### config.mk
export PLATFORM = sky130hd
export DESIGN_NAME = crc_frame_serializer_flat
export DESIGN_NICKNAME = d
export VERILOG_FILES = /design/src/rtl/crc_frame_serializer_if.sv /design/src/rtl/crc_frame_serializer.sv /design/src/flat_wrapper.sv
export SDC_FILE = /design/constraint.sdc
export NUM_CORES = 1
export LEC_CHECK = 0
export ABC_AREA = 0
export CORE_UTILIZATION = 47
export CTS_CLUSTER_SIZE = 40
export DETAILED_ROUTE_END_ITERATION = 6
export PLACE_DENSITY = 0.9
export RECOVER_POWER = 50
export SETUP_SLACK_MARGIN = 0.2
export SYNTH_ARGS = -nofsm -noshare
export SYNTH_HDL_FRONTEND = slang
export SYNTH_SLANG_ARGS = --single-unit
### constraint.sdc
create_clock -name clk -period 2.9 [get_ports clk]
set_input_delay 0.435 -clock clk [delete_from_list [all_inputs] [get_ports clk]]
set_output_delay 0.435 -clock clk [all_outputs]
set_load 0.01 [all_outputs]
### src/rtl/crc_frame_serializer_if.sv
// crc_frame_serializer_if: valid/ready word stream feeding crc_frame_serializer.
//   in_valid / in_data / in_last : driven by the word source (master)
//   in_ready                     : driven by the serializer (slave)
interface crc_frame_serializer_if #(
  parameter int unsigned DATA_W = 8
);
  logic              in_valid;
  logic              in_ready;
  logic [DATA_W-1:0] in_data;
  logic              in_last;

  modport master (
    output in_valid,
    output in_data,
    output in_last,
    input  in_ready
  );

  modport slave (
    input  in_valid,
    input  in_data,
    input  in_last,
    output in_ready
  );
endinterface

### src/rtl/crc_frame_serializer.sv
// crc_frame_serializer: takes parallel words over a valid/ready stream and
// shifts them out MSB-first on a 1-bit line, steering a downstream serial
// CRC stage (seed once per frame, one enable per data bit).
//
// Optional feature macro: CRC_FRAME_APPEND_EN
//   defined   : after the last data bit, one cycle to capture crc_in, then
//               CRC_W CRC bits MSB-first (crc_enable low), ser_last on final CRC bit.
//   undefined : crc_in unused, ser_last on the final bit of the last word.
//
// Ports
//   clk, reset  : rising-edge clock, asynchronous active-high reset
//   in_s        : word stream (in_valid/in_ready/in_data/in_last), slave side
//   crc_in      : CRC stage crc_out
//   crc_enable  : CRC stage enable (high for every data bit)
//   crc_init    : CRC stage init (one cycle at frame start)
//   crc_data    : CRC stage data_in (equals ser_bit while crc_enable)
//   ser_valid   : ser_bit valid this cycle
//   ser_bit     : serial output bit
//   ser_last    : final bit of the frame
//   busy        : frame open (first word accepted, final bit not yet sent)
module crc_frame_serializer #(
  parameter int unsigned DATA_W = 8,
  parameter int unsigned CRC_W  = 16
) (
  input  logic                 clk,
  input  logic                 reset,
  crc_frame_serializer_if.slave in_s,
  input  logic [CRC_W-1:0]     crc_in,
  output logic                 crc_enable,
  output logic                 crc_init,
  output logic                 crc_data,
  output logic                 ser_valid,
  output logic                 ser_bit,
  output logic                 ser_last,
  output logic                 busy
);

  localparam int unsigned CNT_W = (DATA_W > 2) ? $clog2(DATA_W) : 1;

  typedef enum logic [1:0] {
    S_IDLE   = 2'd0,
    S_INIT   = 2'd1,
    S_SHIFT  = 2'd2,
    S_APPEND = 2'd3
  } state_t;

  state_t             state;
  logic [DATA_W-1:0]  shreg;
  logic [CNT_W-1:0]   bit_cnt;
  logic               word_last;
  logic               frame_open;

  logic               ready_c;
  logic               accept_c;
  logic               last_bit_c;

`ifdef CRC_FRAME_APPEND_EN
  localparam int unsigned CRC_CNT_W = (CRC_W > 2) ? $clog2(CRC_W) : 1;

  logic [CRC_W-1:0]     crc_sh;
  logic [CRC_CNT_W-1:0] crc_cnt;
  logic                 crc_loaded;
`else
  logic unused_crc_in;
  assign unused_crc_in = ^crc_in;
`endif

  // Ready in IDLE, or on the final bit of a non-last word so the next word
  // can be loaded without a bubble. Forced low while reset is held.
  assign last_bit_c  = (bit_cnt == CNT_W'(DATA_W - 1));
  assign ready_c     = ~reset & ((state == S_IDLE) |
                                 ((state == S_SHIFT) & last_bit_c & ~word_last));
  assign in_s.in_ready = ready_c;
  assign accept_c    = in_s.in_valid & ready_c;

  // Frame FSM; every output register holds the value for the cycle that
  // follows the transition that sets it.
  always_ff @(posedge clk or posedge reset) begin
    if (reset) begin
      state      <= S_IDLE;
      shreg      <= '0;
      bit_cnt    <= '0;
      word_last  <= 1'b0;
      frame_open <= 1'b0;
      crc_enable <= 1'b0;
      crc_init   <= 1'b0;
      crc_data   <= 1'b0;
      ser_valid  <= 1'b0;
      ser_bit    <= 1'b0;
      ser_last   <= 1'b0;
      busy       <= 1'b0;
`ifdef CRC_FRAME_APPEND_EN
      crc_sh     <= '0;
      crc_cnt    <= '0;
      crc_loaded <= 1'b0;
`endif
    end else begin
      crc_init   <= 1'b0;
      crc_enable <= 1'b0;
      crc_data   <= 1'b0;
      ser_valid  <= 1'b0;
      ser_bit    <= 1'b0;
      ser_last   <= 1'b0;

      case (state)
        S_IDLE: begin
          if (accept_c) begin
            shreg     <= in_s.in_data;
            word_last <= in_s.in_last;
            bit_cnt   <= '0;
            if (frame_open) begin
              // Resuming a stalled frame: first bit goes out next cycle, no reseed.
              state      <= S_SHIFT;
              ser_valid  <= 1'b1;
              ser_bit    <= in_s.in_data[DATA_W-1];
              crc_enable <= 1'b1;
              crc_data   <= in_s.in_data[DATA_W-1];
            end else begin
              state      <= S_INIT;
              crc_init   <= 1'b1;
              frame_open <= 1'b1;
              busy       <= 1'b1;
            end
          end
        end

        S_INIT: begin
          state      <= S_SHIFT;
          ser_valid  <= 1'b1;
          ser_bit    <= shreg[DATA_W-1];
          crc_enable <= 1'b1;
          crc_data   <= shreg[DATA_W-1];
        end

        S_SHIFT: begin
          if (!last_bit_c) begin
            shreg      <= {shreg[DATA_W-2:0], 1'b0};
            bit_cnt    <= bit_cnt + CNT_W'(1);
            ser_valid  <= 1'b1;
            ser_bit    <= shreg[DATA_W-2];
            crc_enable <= 1'b1;
            crc_data   <= shreg[DATA_W-2];
`ifndef CRC_FRAME_APPEND_EN
            ser_last   <= word_last & (bit_cnt == CNT_W'(DATA_W - 2));
`endif
          end else if (word_last) begin
`ifdef CRC_FRAME_APPEND_EN
            state      <= S_APPEND;
            crc_cnt    <= '0;
            crc_loaded <= 1'b0;
`else
            state      <= S_IDLE;
            frame_open <= 1'b0;
            busy       <= 1'b0;
`endif
          end else if (accept_c) begin
            shreg      <= in_s.in_data;
            word_last  <= in_s.in_last;
            bit_cnt    <= '0;
            ser_valid  <= 1'b1;
            ser_bit    <= in_s.in_data[DATA_W-1];
            crc_enable <= 1'b1;
            crc_data   <= in_s.in_data[DATA_W-1];
          end else begin
            // Source stalled mid-frame: frame and busy stay open.
            state <= S_IDLE;
          end
        end

`ifdef CRC_FRAME_APPEND_EN
        S_APPEND: begin
          if (!crc_loaded) begin
            // CRC stage has absorbed the last data bit by now.
            crc_loaded <= 1'b1;
            crc_sh     <= {crc_in[CRC_W-2:0], 1'b0};
            ser_valid  <= 1'b1;
            ser_bit    <= crc_in[CRC_W-1];
          end else if (crc_cnt != CRC_CNT_W'(CRC_W - 1)) begin
            crc_sh    <= {crc_sh[CRC_W-2:0], 1'b0};
            crc_cnt   <= crc_cnt + CRC_CNT_W'(1);
            ser_valid <= 1'b1;
            ser_bit   <= crc_sh[CRC_W-1];
            ser_last  <= (crc_cnt == CRC_CNT_W'(CRC_W - 2));
          end else begin
            state      <= S_IDLE;
            frame_open <= 1'b0;
            busy       <= 1'b0;
            crc_loaded <= 1'b0;
          end
        end
`endif

        default: state <= S_IDLE;
      endcase
    end
  end

endmodule

### src/flat_wrapper.sv
// flat-port wrapper written by rule: the top's interface ports become plain ports
module crc_frame_serializer_flat 
#(
  parameter int unsigned DATA_W = 8,
  parameter int unsigned CRC_W  = 16
)
  (clk, reset, crc_in, crc_enable, crc_init, crc_data, ser_valid, ser_bit, ser_last, busy, in_s_in_valid, in_s_in_data, in_s_in_last, in_s_in_ready);
  crc_frame_serializer_if #(.DATA_W(DATA_W)) in_s_i ();
  input  logic clk;
  input  logic reset;
  input  logic [CRC_W-1:0] crc_in;
  output logic crc_enable;
  output logic crc_init;
  output logic crc_data;
  output logic ser_valid;
  output logic ser_bit;
  output logic ser_last;
  output logic busy;
  input wire logic [$bits(in_s_i.in_valid)-1:0] in_s_in_valid;
  input wire logic [$bits(in_s_i.in_data)-1:0] in_s_in_data;
  input wire logic [$bits(in_s_i.in_last)-1:0] in_s_in_last;
  output wire logic [$bits(in_s_i.in_ready)-1:0] in_s_in_ready;
  assign in_s_i.in_valid = in_s_in_valid;
  assign in_s_i.in_data = in_s_in_data;
  assign in_s_i.in_last = in_s_in_last;
  assign in_s_in_ready = in_s_i.in_ready;
  crc_frame_serializer #(.DATA_W(DATA_W), .CRC_W(CRC_W)) u_core (.clk(clk), .reset(reset), .in_s(in_s_i), .crc_in(crc_in), .crc_enable(crc_enable), .crc_init(crc_init), .crc_data(crc_data), .ser_valid(ser_valid), .ser_bit(ser_bit), .ser_last(ser_last), .busy(busy));
endmodule
### After elaboration in Yosys (flattened, before gate mapping)

Index checks and enable logic that the tools add are counted.
W data, S select, Z words.

| operators by class | value |
|---|---|
| reductions and logical operators | 7 |
| multiplexer cells | 43 |
| eq/ne operators | 10 |
| add/sub/neg operators | 1 |
| bitwise operators | 8 |

Operators with widths:

| cell | number |
|---|---|
| $mux W1 | 24 |
| $mux W8 | 3 |
| $pmux W8 S2 | 1 |
| $mux W2 | 5 |
| $mux W3 | 3 |
| $eq A3 B3 Y1 const B | 2 |
| $ne A2 B1 Y1 const B | 3 |
| $pmux W1 S2 | 3 |
| $pmux W1 S3 | 2 |
| $pmux W2 S3 | 1 |
| $pmux W3 S2 | 1 |
| $reduce_and A3 Y1 | 2 |
| $and A1 B1 Y1 | 5 |
| $reduce_and A5 Y1 | 1 |
| $reduce_and A4 Y1 | 1 |
| $add A3 B1 Y3 const B | 1 |
| $ne A3 B2 Y1 const B | 1 |
| $ne A3 B3 Y1 const B | 1 |
| $eq A2 B1 Y1 const B | 1 |
| $eq A2 B2 Y1 const B | 1 |
| $logic_not A2 Y1 | 1 |
| $ne A2 B2 Y1 const B | 1 |
| $not A1 Y1 | 2 |
| $reduce_and A2 Y1 | 1 |
| 2 further kinds | 2 |

| word-level totals | value |
|---|---|
| register bits after elaboration | 20 |
| bits of input ports | 28 |
| output and inout port bits | 8 |
| word-level logic and storage cells | 79 |

### Longest topological paths before layout

Gate-level depths: netlist (run 1).

| depth | value |
|---|---|
| depth after elaboration | 10 |
| gate-level depth with buffers | 7 |
| gate-level depth less buffers | 5 |

### Worst setup path before layout (run 1)

Ideal clock, no wire load.

| path | value |
|---|---|
| kind | register -> output |
| start point | register u_core.bit_cnt[0] |
| end point | output in_s_in_ready |
| path buffers | 1 |
| data arrival time | 1.364 ns |
| cell stages (with the launch flop) | 6 |
| setup slack | 1.101 ns |
| data required time | 2.465 ns |
| cell sequence | dfrtp_1 > ha_1 > ha_1 > nand2b_1 > clkbuf_1 > a211oi_1 |

| on the way | value |
|---|---|
| longest elaborated chain between the ends | 5 |

Ends and longest elaborated chain:

| element | line | RTL |
|---|---|---|
| start: declaration | crc_frame_serializer.sv:49 | `logic [CNT_W-1:0] bit_cnt;` |
| start signal: assignment | crc_frame_serializer.sv:138 | `bit_cnt <= bit_cnt + CNT_W'(1);` |
| $eq A3 B3 Y1 | crc_frame_serializer.sv:70 | `assign last_bit_c = (bit_cnt == CNT_W'(DATA_W - 1));` |
| $and A1 B1 Y1 (2 in series) | crc_frame_serializer.sv:72 | `((state == S_SHIFT) & last_bit_c & ~word_last));` |
| $or A1 B1 Y1 | crc_frame_serializer.sv:71 | `assign ready_c = ~reset & ((state == S_IDLE) \|` |
| $and A1 B1 Y1 | crc_frame_serializer.sv:71 |  |
| end: declaration | flat_wrapper.sv:22 | `output wire logic [$bits(in_s_i.in_ready)-1:0] in_s_in_ready;` |

Every way passes these cells.

### Final worst setup path (run 1)

Ends and elaborated chain as after synthesis.

==> metrics.txt, run 1 <==
leakage power=0.514 nW; Post-synth EDFFs=0; TritonCTS buffer count=3; DP Wirelength=1280 microns; initial antenna violation count=0; Worst Tran Pin Value=1.06 ns; die area=2350 sq um; syn_nets=135; io pins=36; total track usage=18.6%; pin count of the biggest net entering global routing=22; cells after synthesis=104; routability cong.=0.783; dominant synthesized flop cell=dfrtp_1; nets=151; Tcrit/Tclk final=88.0%; worst setup path start=u_core.bit_cnt[0]; CTS Root Cell=clkbuf_4; Mapped Avg Cell Area=9.77 sq um; Synth cell types=30; share of flip-flops with an asynchronous set or reset=100%; via count=819; Synth Register Bits=20; flop-to-flop setup slack=0.98 ns; synthesized area=1020 sq um; core box area=2000 sq um; grt total ovfl=0; post-synthesis sequential area ratio=49.3%; post-route setup TNS=0 ns; Hold Vio Cnt, Final=0; Rows=16; Final Hold Slack=0.497 ns; R2R Path Start=u_core.state[0]; Critical Path AT=2.12 ns; outcome=finished, final reports clean; htree depth=1; Starting DRT DRC Count=15; die width=48.5 microns; peak fanout along the critical path=10; die height=48.5 microns; Clk pin slew, worst setup/hold paths=0.12 ns; Crit. End Element=primary output; CP Class=reg -> out; PortBufs=19; CTS tree=built; WL/cell=13.3 microns; yosys warns=0; Layout area overhead=22.3%; vias in the first global route=731; first-pass GRT wire length=3360 microns; CTS max path bufs=2; drt via density=5.61; Power, Total=1.20 mW; Remaining DRCs=0; Hold Buf Count CTS=0; RSZ-0062 raised after global routing=no; layout cells sized above 1=7.56%; Setup WS pre-CTS=0.551 ns; relative slew slack=29.5%; Hold Startpoint=u_core.busy; maxcap violations=0; clock skew=0.00832 ns; Initial Utilization=50.7%; Tmin final=2.55 ns; fmax=0.392 GHz; Hold Path Class=reg -> reg; Detail Route Antenna Nets=0; # setup viols final=0; Skew-Pair Late Insertion Delay=0.31 ns; routed wire length=1940 microns; Worst Setup Slack, final=0.349 ns; clock sinks=20; antenna diode count=0; Peak VDD IR=0.443 mV; pwr dens=966 nW/um^2; max-slew violation count=0; Worst setup SP type=flop; TritonRoute pass-1 iters=4; Worst EP required=2.47 ns
Yosys cell counts (3+ instances only):
cell,instances,area share [%]
dfrtp_1,20,49
a211oi_1,13,9.6
nor2_1,13,4.8
nand2_1,9,3.3
o21ai_0,8,3.9
a21oi_1,4,2.0
clkbuf_1,4,1.5
inv_1,4,1.5
ha_1,3,3.7
critical path, cell delays in order (launching register included):
cell and delay (ns):
dfrtp_1 0.40, ha_1 0.17, ha_2 0.24, nand2b_2 0.17, a211oi_1 0.26, clkdlybuf4s50_1 0.56
kinds of logic after synthesis:
| logic type | Yosys count | synth area share [%] |
|---|---|---|
| fa+ha+maj | 3 | 3.69 |
| buf+inv | 13 | 7.02 |
| simple gates | 35 | 18.1 |
| mux | 1 | 0.985 |
| compound gates | 32 | 20.9 |
| flops | 20 | 49.3 |
cell usage in the layout (no fill, tap or decap), drive strengths merged, types with 2 or more instances in the layout:
cell type,synthesis,routed
o21ai,8,8
inv,4,4
clkbuf,4,4
clkdlybuf4s50,0,18
dfrtp,20,20
nor2,13,13
a21oi,4,4
or3b,3,3
nor3,2,2
nand2,9,9
a211oi,13,13
a21o,2,2
ha,3,3
repair_timing:
item	CTS	global route
resized for setup	1	1
buffers inserted	0	0
endpoints found under the setup margin	1	1
gates cloned	0	0
stage by stage:
stage	utilization [%]	cell area [sq um]	instances
after floorplan	-	1020	104
after global placement	59.5	1190	142
after detailed placement	59.5	1190	142
after CTS	62.3	1250	146
after global routing	62.1	1240	146
final	62.1	1240	146
worst paths after layout:
| check | to | depth (start not counted) |
|---|---|---|
| worst max-delay path | in_s_in_ready | 5 |
| worst min-delay path | u_core.busy | 1 |
| worst max register to register | u_core.shreg[7] | 3 |
| worst min register to register | u_core.busy | 1 |
| max in group asynchronous | u_core.state[1] | 3 |
| min in group asynchronous | u_core.state[0] | 3 |
per-layer routing:
metal  global-route usage [%]  vias up  share of wire (%)  routed length [microns]
met5                        0        -                  0                        0
met4                     7.35        0                1.6                       32
met2                     31.2       27                 49                      946
met3                     3.14        3                4.4                       85
met1                     24.0      387                 45                      876
li1                         -      402                  -                        -
area by class of cell:
| class | instances | area, sq um |
|---|---|---|
| clock buffer | 3 | 22.5 |
| clock inverter | 1 | 30.0 |
| fill | 182 | 759 |
| inverter | 4 | 15.0 |
| multi-input combinational | 71 | 447 |
| sequential | 20 | 500 |
| tap | 27 | 33.8 |
| timing repair buffer | 20 | 194 |
report_power, final:
part | switching [mW] | internal [mW]
Sequential | 0.118 | 0.398
Combinational | 0.224 | 0.232
Clock | 0.0895 | 0.140
flip-flops by register name, indices dropped and copies added (netlist names):
register and flops:
u_core.state 2, u_core.ser_bit 1, u_core.frame_open 1, u_core.word_last 1, u_core.bit_cnt 3, u_core.busy 1
u_core.crc_init 1, u_core.shreg 8, u_core.ser_last 1, u_core.ser_valid 1
Power figures use the tool's default switching activity.
==> run 2: changes to the inputs <==
Settings changed: SETUP_SLACK_MARGIN 0.2 to unset.
==> run 2 against run 1 <==
Against the previous run:
- die area is the same
- cell area shrank 0.40%
- combinational power is essentially flat
- cell count is the same
- maximum frequency shrank 6.1%
- clock power is essentially flat
- first-iteration DRC count shrank 6.7%
- largest power group unchanged
==> metrics.txt, run 2 (synthesis results as in run 1) <==
outcome=finished, final reports clean; commonest cells after routing, fill and taps aside=dfrtp_1 (20), clkdlybuf4s50_1 (18), nor2_1 (13), a211oi_1 (13), nand2_1 (9); Worst Reg-to-Reg Cells=4; flop-to-flop setup slack=0.95 ns; maxcap violations=0; peak fanout along the critical path=10; CP Buf/Inv Count=1; R2R Path End=u_core.shreg[7]; Worst path max stage delay=0.56 ns; Rows=16; leakage power=0.516 nW; antenna diode count=0; WL/cell=13.2 microns; DP Wirelength=1280 microns; Initial Utilization=50.7%; most common cell after layout, fill and taps aside=dfrtp_1; RSZ-0062 raised after global routing=no; # setup viols final=0; Tmin final=2.72 ns; CTS resizes=0; Starting DRT DRC Count=14; final core occ=61.8%; max reg flops=8; CTS max path bufs=2; fmax=0.368 GHz; clock sinks=20; CTS tree=built; TritonRoute pass-1 iters=4; Post-Place Cells=142; routability cong.=0.783; Tcrit/Tclk final=93.7%; sw power=0.428 mW; Clk pin slew, worst setup/hold paths=0.12 ns; Hold Vio Cnt, Final=0; total track usage=18.6%; TritonCTS buffer count=3; max-slew violation count=0; Comb pwr share=37.9%; biggest regs=u_core.shreg x8, u_core.bit_cnt x3, u_core.state x2; core box area=2000 sq um; vias in the first global route=731; die width=48.5 microns; htree depth=1; PortBufs=19; final instance area=1240 sq um; CTS Root Cell=clkbuf_4; Hold Path Class=reg -> reg; R2R Path Start=u_core.bit_cnt[0]; crit-path cells=ha_1, ha_1, nand2b_1, a211oi_1, clkdlybuf4s50_1; Critical Path AT=2.28 ns; Remaining DRCs=0; relative slew slack=30.0%; Most flops, register=u_core.shreg; WHS Path Cells=1; initial antenna violation count=0; routed wire length=1920 microns; pin count of the biggest net entering global routing=22; Pint=0.767 mW; Power, Total=1.20 mW; Layout area overhead=21.8%; die height=48.5 microns; Top delay family on crit path=buffers and inverters; CP Class=reg -> out; Detail Route Antenna Nets=0; post-route setup TNS=0 ns; first-pass GRT wire length=3360 microns; final std cells w/o fill=146; DP Area=1190 sq um; register share of total power=43.0%; clock power share=19.1%; die area=2350 sq um; via count=826; Post-CTS Setup Inserts=0; switch share=35.8%; most used cell, CP=ha_1; Skew-Pair Late Insertion Delay=0.31 ns; grt total ovfl=0; Crit. End Element=primary output; pwr dens=966 nW/um^2; drt via density=5.66; clock skew=0.00781 ns; Worst Tran Pin Value=1.05 ns; Hold Startpoint=u_core.busy; Slowest-stage cell, CP=clkdlybuf4s50_1; hold path endpoint=u_core.busy; layout cells sized above 1=5.88%; io pins=36; nets=151; Peak VDD IR=0.441 mV; Hold Buf Count CTS=0; Worst EP required=2.47 ns; Worst setup SP type=flop
==> run 2: worst reg2reg max path: stages (launching register included) <==
cell and delay [ns]:
dfrtp_1 0.42, ha_1 0.21, ha_1 0.26, or3b_2 0.61, a311o_1 0.35
==> run 2: power groups by stage <==
stage	combinational (mW)	clock [mW]	sequential (mW)
after floorplan	0.361	0	0.474
after global placement	0.441	0	0.511
after detailed placement	0.456	0	0.520
after CTS	0.462	0.232	0.516
after global routing	0.509	0.243	0.539
final	0.453	0.228	0.514
==> run 2: stage by stage <==
stage | setup WS, ns | hold WS (ns)
2_1_floorplan | 1.10 | 0.408
5_1_grt | 0.0144 | 0.540
3_5_place_dp | 0.551 | 0.476
4_1_cts | 0.189 | 0.505
6_report | 0.184 | 0.496
3_3_place_gp | 0.591 | 0.466
==> run 2: cell type report <==
cell class | instances | area [sq um]
Clock buffer | 3 | 22.5
Clock inverter | 1 | 30.0
Sequential cell | 20 | 500
Fill cell | 184 | 764
Multi-Input combinational cell | 71 | 442
Timing Repair Buffer | 20 | 194
Inverter | 4 | 15.0
Tap cell | 27 | 33.8
==> run 2: layer usage <==
metal | global-route usage [%] | up-vias | part of all wire [%] | wire length (microns)
met2 | 31.2 | 27 | 49 | 942
met5 | 0 | - | 0 | 0
met4 | 7.35 | 0 | 1.8 | 34
met1 | 24.0 | 395 | 44 | 849
met3 | 3.14 | 3 | 5.1 | 98
li1 | - | 401 | - | -
==> run 2: how the worst max path moves through the flow <==
| stage | startpoint | end | slack, ns | cells after the start |
|---|---|---|---|---|
| 2_1_floorplan | u_core.bit_cnt[0] | in_s_in_ready | 1.10 | 5 |
| 3_3_place_gp | u_core.bit_cnt[0] | in_s_in_ready | 0.59 | 5 |
| 3_5_place_dp | u_core.bit_cnt[1] | in_s_in_ready | 0.55 | 5 |
| 4_1_cts | u_core.bit_cnt[0] | in_s_in_ready | 0.19 | 5 |
| 5_1_grt | u_core.bit_cnt[0] | in_s_in_ready | 0.01 | 5 |
| 6_report | u_core.bit_cnt[0] | in_s_in_ready | 0.18 | 5 |
==> run 3: changes to the inputs <==
Settings changed: CTS_CLUSTER_DIAMETER set to 150, SETUP_SLACK_MARGIN set to 0.4.
==> run 3 against run 2 <==
Against the previous run:
- register-to-register slack improved by 0.02 ns
- clock power barely moved
- core utilization rose by 1.1 points
- via count fell by 1.3%
- clock skew fell by 0.00084 ns
- sequential share of layout area fell by 0.72 points
- routed wire length rose by 3.5%
- critical endpoint is now u_core.shreg[7]
- highest routed layer unchanged
==> metrics.txt, run 3 (synthesis results as in run 1) <==
max-slew violation count=0; Crit. End Element=flop; register share of total power=42.6%; pwr dens=968 nW/um^2; nets=151; routed wire length=1990 microns; TritonRoute pass-1 iters=4; switch share=36.0%; post-route setup TNS=0 ns; Worst EP required=3.11 ns; first-pass GRT wire length=3460 microns; final instance area=1260 sq um; crit-path cells=dlygate4sd3_1, or3b_1, a21o_1, a311o_1; via count=815; Initial Utilization=50.7%; die width=48.5 microns; relative slew slack=29.9%; CTS Root Cell=clkbuf_4; Fillers=180; Detail Route Antenna Nets=0; io pins=36; DP Wirelength=1280 microns; met2 Use GR=31.7%; final core occ=62.9%; Slowest-stage cell, CP=dlygate4sd3_1; DP Area=1190 sq um; Hold Vio Cnt, Final=0; Rows=16; biggest regs=u_core.shreg x8, u_core.bit_cnt x3, u_core.state x2; Hold Path Class=reg -> reg; Starting DRT DRC Count=11; Worst setup SP type=primary input; clock skew=0.00697 ns; routing usage on met3=3.14%; routability cong.=0.783; core box area=2000 sq um; Critical Path AT=2.31 ns; drt via density=5.58; CTS tree=built; max reg flops=8; clock power share=18.7%; commonest cells after routing, fill and taps aside=dfrtp_1 (20), clkdlybuf4s50_1 (17), nor2_1 (13), a211oi_1 (13), nand2_1 (9); TritonCTS buffer count=3; Remaining DRCs=0; Tmin final=2.10 ns; final std cells w/o fill=146; Worst Tran Pin Value=1.05 ns; total track usage=19.3%; RSZ-0062 raised after global routing=no; die area=2350 sq um; layout cells sized above 1=7.56%; Peak VDD IR=0.448 mV; CP Class=in -> reg; Most flops, register=u_core.shreg; leakage power=0.533 nW; Tcrit/Tclk final=72.5%; initial antenna violation count=0; fmax=0.476 GHz; # setup viols final=0; Skew-Pair Late Insertion Delay=0.31 ns; Comb pwr share=38.7%; clock sinks=20; antenna diode count=0; Worst path max stage delay=0.59 ns; Post-Place Cells=142; maxcap violations=0; sw power=0.439 mW; gr busiest metal=met2; Clk pin slew, worst setup/hold paths=0.12 ns; die height=48.5 microns; WL/cell=13.6 microns; pin count of the biggest net entering global routing=22; Pint=0.780 mW; vias in the first global route=739; most common cell after layout, fill and taps aside=dfrtp_1; PortBufs=19; grt total ovfl=0; outcome=finished, final reports clean; met1 GRT Util=25.7%; CTS max path bufs=2; htree depth=1; Layout area overhead=24.0%; peak fanout along the critical path=13
==> run 3: cell type report <==
type	instances	area [sq um]	share of cell area [%]
clock buffers	3	22.5	1.79
clock inverters	1	30.0	2.38
inverters	4	15.0	1.19
multi-input cells	71	462	36.6
flip-flops and latches	20	500	39.7
well taps	27	33.8	2.68
repair buffers	20	196	15.6
==> run 3: through the flow <==
stage	power (mW)	hold WS [ns]	worst slack, ns
after global routing	1.31	0.540	0.699
final	1.22	0.500	0.798
after floorplan	0.835	0.408	1.10
after CTS	1.23	0.505	0.439
after global placement	0.952	0.466	0.591
after detailed placement	0.976	0.476	0.551
==> run 3: final timing paths <==
kind / startpoint / slack (ns) / end / cells past startpoint
max: reset / 0.80 / u_core.shreg[7] / 4
min reg2reg: u_core.busy / 0.50 / u_core.busy / 1
min: u_core.busy / 0.50 / u_core.busy / 1
min in group asynchronous: reset / 0.98 / u_core.state[0] / 3
max reg2reg: u_core.state[0] / 0.97 / u_core.shreg[7] / 3
max in group asynchronous: reset / 1.28 / u_core.state[1] / 3
==> run 3: critical path: cells and delay by family <==
family                 cells  cell delay (ns)
AOI/OAI and AO/OA          2             0.70
and+or+nand+nor            1             0.57
buffers and inverters      1             0.59
==> run 3: timing repair <==
action                                  CTS  global route
hold buffers                              0             0
pin swaps                                 0             0
endpoints found under the setup margin    1             1
setup buffers                             0             0
gates resized for setup                   4             1
==> run 3: power groups by stage <==
stage	Combinational (mW)	Sequential, mW	Clock, mW
floorplan	0.361	0.474	0
global placement	0.441	0.511	0
detailed placement	0.456	0.520	0
CTS	0.476	0.519	0.232
global route	0.529	0.543	0.243
finish	0.472	0.519	0.228
==> run 3: routing by layer <==
| layer | vias up | share of wire (%) |
|---|---|---|
| met5 | - | 0 |
| met4 | 0 | 1.6 |
| met3 | 3 | 5.1 |
| met2 | 28 | 49 |
| met1 | 384 | 44 |
| li1 | 400 | - |
